File: src/rtl/whack_button_conditioner.sv
// Purpose : conditions raw player buttons (sync, debounce, press pulse) and hands presses to the game core.
// Latency : raw edge -> btn_level/btn_press after 2+DEBOUNCE_CYCLES edges; btn_press -> hit_valid/hit_idx one edge later.
// Backpres: single-entry hit slot; presses arriving while the slot is held (or losing arbitration) are dropped and flagged on overrun.
//
// Ports:
//   clk        system clock
//   rst        synchronous reset, active-high
//   btn_raw    asynchronous raw button levels, 1 = pressed
//   btn_level  debounced button levels
//   btn_press  one-cycle pulse per debounced rising edge
//   hit_valid  hit pending for the game core
//   hit_idx    index of the pending hit button
//   hit_ready  game core accepts the hit
//   overrun    one-cycle pulse after a cycle that dropped at least one press
module whack_button_conditioner #(
    parameter  int N_BUTTONS       = 8,
    parameter  int DEBOUNCE_CYCLES = 5000,
    localparam int IDX_W           = (N_BUTTONS > 1) ? $clog2(N_BUTTONS) : 1
) (
    input  logic                 clk,
    input  logic                 rst,
    input  logic [N_BUTTONS-1:0] btn_raw,
    output logic [N_BUTTONS-1:0] btn_level,
    output logic [N_BUTTONS-1:0] btn_press,
    output logic                 hit_valid,
    output logic [IDX_W-1:0]     hit_idx,
    input  logic                 hit_ready,
    output logic                 overrun
);

    localparam int               CNT_W    = $clog2(DEBOUNCE_CYCLES);
    localparam logic [CNT_W-1:0] CNT_LAST = CNT_W'(DEBOUNCE_CYCLES - 1);

    logic [N_BUTTONS-1:0] sync_a;
    logic [N_BUTTONS-1:0] sync_b;
    logic [CNT_W-1:0]     cnt [N_BUTTONS];

    logic                 press_any;
    logic                 press_multi;
    logic [IDX_W-1:0]     press_idx;
    logic                 slot_free;

    // Two-flop synchroniser, nothing between the stages.
    always_ff @(posedge clk) begin
        if (rst) begin
            sync_a <= '0;
            sync_b <= '0;
        end else begin
            sync_a <= btn_raw;
            sync_b <= sync_a;
        end
    end

    // Per-button debounce: the counter runs only while the synchronised level
    // disagrees with the accepted level; any agreement restarts it from zero.
    always_ff @(posedge clk) begin
        if (rst) begin
            btn_level <= '0;
            btn_press <= '0;
            for (int i = 0; i < N_BUTTONS; i++) begin
                cnt[i] <= '0;
            end
        end else begin
            btn_press <= '0;
            for (int i = 0; i < N_BUTTONS; i++) begin
                if (sync_b[i] == btn_level[i]) begin
                    cnt[i] <= '0;
                end else if (cnt[i] == CNT_LAST) begin
                    cnt[i]       <= '0;
                    btn_level[i] <= sync_b[i];
                    // Only a 0->1 acceptance produces a press pulse.
                    btn_press[i] <= sync_b[i];
                end else begin
                    cnt[i] <= cnt[i] + 1'b1;
                end
            end
        end
    end

    // Priority pick of the lowest pressed index; more than one bit set means
    // the others are lost even if the slot is free.
    always_comb begin
        press_idx = '0;
        for (int i = N_BUTTONS - 1; i >= 0; i--) begin
            if (btn_press[i]) begin
                press_idx = IDX_W'(i);
            end
        end
    end

    assign press_any   = |btn_press;
    assign press_multi = |(btn_press & (btn_press - 1'b1));
    assign slot_free   = !hit_valid || hit_ready;

    // Single-entry hit slot. Accepting and loading in the same cycle keeps
    // hit_valid high with the new index; hit_idx is never cleared on accept.
    always_ff @(posedge clk) begin
        if (rst) begin
            hit_valid <= 1'b0;
            hit_idx   <= '0;
            overrun   <= 1'b0;
        end else begin
            overrun <= 1'b0;
            if (press_any) begin
                if (slot_free) begin
                    hit_valid <= 1'b1;
                    hit_idx   <= press_idx;
                    overrun   <= press_multi;
                end else begin
                    overrun <= 1'b1;
                end
            end else if (hit_ready) begin
                hit_valid <= 1'b0;
            end
        end
    end

endmodule
File: config.mk
export PLATFORM = sky130hd
export DESIGN_NAME = whack_button_conditioner
export DESIGN_NICKNAME = d
export VERILOG_FILES = /design/src/rtl/whack_button_conditioner.sv
export SDC_FILE = /design/constraint.sdc
export NUM_CORES = 1
export LEC_CHECK = 0
export ABC_CLOCK_PERIOD_IN_PS = 2200
export CORE_ASPECT_RATIO = 1.1
export CORE_MARGIN = 2
export CORE_UTILIZATION = 30
export CTS_CLUSTER_SIZE = 24
export DETAILED_ROUTE_END_ITERATION = 6
export SYNTH_ARGS = -nofsm -noshare
export SYNTH_HDL_FRONTEND = slang
export SYNTH_SLANG_ARGS = --single-unit
File: constraint.sdc
create_clock -name clk -period 2.2 [get_ports clk]
set_input_delay 0.44 -clock clk [delete_from_list [all_inputs] [get_ports clk]]
set_output_delay 0.44 -clock clk [all_outputs]
set_load 0.01 [all_outputs]
==> results.yml <==
cells_and_area:
  fin_nets: 809
  fin_util_pct: 37.5
  diodes: 0
  layout_common_cells: "143 x nor2_1, 104 x edfxtp_1, 104 x conb_1, 76 x xnor2_1, 37 x dfxtp_1"
  layout-drive-gt1-share_pct: 7.97
  syn_to_final_growth_pct: 23.8
  final_area_um2: 8500
  final_common_cell: "nor2_1"
yosys:
  synth_async_sr_flop_share_pct: 0
  avgSynthCellArea_um2: 10.8
  synth_top_area_share_pct: 45.5
  synth_warnings: 0
  synth_top_area_cell: "edfxtp_1"
  synth_flop_cell: "edfxtp_1"
  synth_edf_count: 104
  yosys.cell_types.count: 42
  syn_inst: 637
  ys_seq_area_share_pct: 56.3
  yosys-top-cells-area: "edfxtp_1 45%, dfxtp_1 11%, xnor2_1 9.7%, nor2_1 7.8%, xor2_1 2.6%"
  syn_area_um2: 6860
  synth.ff_latch_count: 141
status:
  status: "completed"
detailed_routing:
  num_vias: 4548
  via_per_inst: 4.12
  drt_pass1_iterations: 4
  wl_um: 11900
  route.detailed.drc: 0
  wire_per_inst_um: 10.7
  drt_iter0_drc: 235
  ant_nets: 0
power_and_ir_drop:
  netSwitchingFraction_pct: 21.8
  power.switching_uw: 1310
  pwr-share-clk_pct: 45.7
  leakagePower_uw: 0.00291
  ir_drop_uv: 497
  combPwrFrac_pct: 4.0
  power_uw: 6040
  sequentialPowerShare_pct: 50.3
  p_per_area_nw_per_um2: 711
  internal_power_uw: 4730
global_routing:
  grt_pass1_vias: 4360
  track_usage_pct: 10.6
  antenna_found_initial: 0
  grt_overflow: 0
  grt_start_max_net_pins: 27
  grt_pass1_wl_um: 20100
setup_path:
  critPathKind: "reg2reg"
  endpoint_kind: "register"
  startpoint_type: "register"
  worstPathRequired_ps: 2360
  ff2ff_path_depth: 4
  crit_fanout: 13
  crit_arrival_ps: 2200
worst_hold_path:
  hold_depth: 1
  worst_hold_path_type: "reg2reg"
clocking:
  clock_sinks: 141
  holdBufCountCts: 0
  cts_tree: "done"
  clkTransAtPathRegs_ps: 60
  cts_root_buf: "clkbuf_16"
  cts_made_buffers: 17
  cts_resized: 0
  clk_path_buf_depth: 2
  clkLatencyLatePin_ps: 410
  htreeDepth: 4
  cts_setup_buffers: 0
placement:
  place_congestion: 0.776
  hpwl_um: 8730
  place_area_um2: 7920
  portBuffers: 31
sta:
  fin_crit_sh_pct: 92.9
  finalHoldViolations: 0
  timing.fmax_mhz: 489
  finalSetupViolations: 0
  tightest_slew_ps: 518
  min_period_ps: 2040
  timing.final.max_slew_violations: 0
  rsz0062_at_grt: "false"
  fin_skew_ps: 7.75
  fin_setup_tns_ps: 0
  slew_headroom_pct: 65.5
floorplan:
  dieArea_um2: 24100
  ios: 32
  rows: 58
  chipHeight_um: 163
  initial_core_util_pct: 30.3
  fp.dieW_um: 148
  coreArea_um2: 22600
run:
  drv_cap: 0
[power groups by stage]
| stage | Sequential (uW) | Combinational, uW | Clock (uW) |
|---|---|---|---|
| 6_report | 3040 | 241 | 2760 |
| 4_1_cts | 3040 | 239 | 2850 |
| 5_1_grt | 3050 | 280 | 2950 |
| 3_5_place_dp | 3090 | 237 | 0 |
| 2_1_floorplan | 3070 | 188 | 0 |
| 3_3_place_gp | 3090 | 236 | 0 |
[area by class of cell]
class | instances | area, um^2
fillers | 2283 | 14100
flip-flops and latches | 141 | 3860
multi-input cells | 559 | 3180
clock buffers | 18 | 429
repair buffers | 44 | 403
well taps | 300 | 375
clock inverters | 14 | 146
inverters | 27 | 101
[through the flow]
stage | worst slack [ps] | cells | hold slack, ps
floorplan | 286 | 740 | 414
global placement | 206 | 1071 | 419
detailed placement | 148 | 1071 | 421
CTS | 129 | 1103 | 436
global route | 20.7 | 1103 | 457
finish | 157 | 1103 | 435
[kinds of logic after synthesis]
logic type	count (synthesis)	synth area share [%]
flip-flops	141	56.3
XOR/XNOR	96	12.2
multiplexers	8	1.17
other	1	0.0546
adder cells (fa/ha/maj)	8	1.46
AND/OR/NAND/NOR	328	24.3
AO/OA/AOI/OAI	15	1.46
buffers and inverters	40	3.06
[worst paths after layout]
check                            from                        to  slack, ps
min reg2reg      sync_a[5]$_SDFF_PP0_      sync_b[5]$_SDFF_PP0_        440
max reg2reg  cnt[1][11]$_SDFFCE_PN0P_  cnt[1][10]$_SDFFCE_PN0P_        160
min              sync_a[5]$_SDFF_PP0_      sync_b[5]$_SDFF_PP0_        440
max          cnt[1][11]$_SDFFCE_PN0P_  cnt[1][10]$_SDFFCE_PN0P_        160
[synthesized netlist by cell type, types with 3 or more instances]
cell and count:
ha_1 8, nor3_1 32, nand3_1 26, nand4_1 18, nand2_1 32, a211oi_1 4, nor4_2 6, nor4_1 12
clkbuf_1 5, inv_1 27, a21oi_1 5, edfxtp_1 104, or4_1 3, xnor2_1 76, or3_1 6, mux2i_1 8
or4b_1 7, xor2_1 20, and3_1 7, nor2_1 143, and2_1 4, dfxtp_1 37, or3_2 6, nor2b_1 16
buf_6 8
[per-layer routing]
| metal | global-route usage, % | share of wire, % | vias to the layer above | routed length, um |
|---|---|---|---|---|
| li1 | - | - | 2422 | - |
| met5 | 0 | 0 | - | 0 |
| met4 | 4.85 | 2.2 | 0 | 255 |
| met3 | 3.08 | 4.1 | 13 | 486 |
| met1 | 13.6 | 48 | 2061 | 5680 |
| met2 | 16.4 | 46 | 52 | 5430 |
[sequential cells by signal, summed over array words and instances, names as in the netlist]
register   cells
btn_level      8
btn_press      8
cnt          104
hit_idx        3
hit_valid      1
overrun        1
sync_a         8
sync_b         8
[worst max-delay path: stages (launching register included)]
cell      delay (ps)
edfxtp_1         420
or4b_1           570
nor4_2           390
or3_2            340
nor2_1            80
Note: power is estimated with default switching activity, not from simulation.
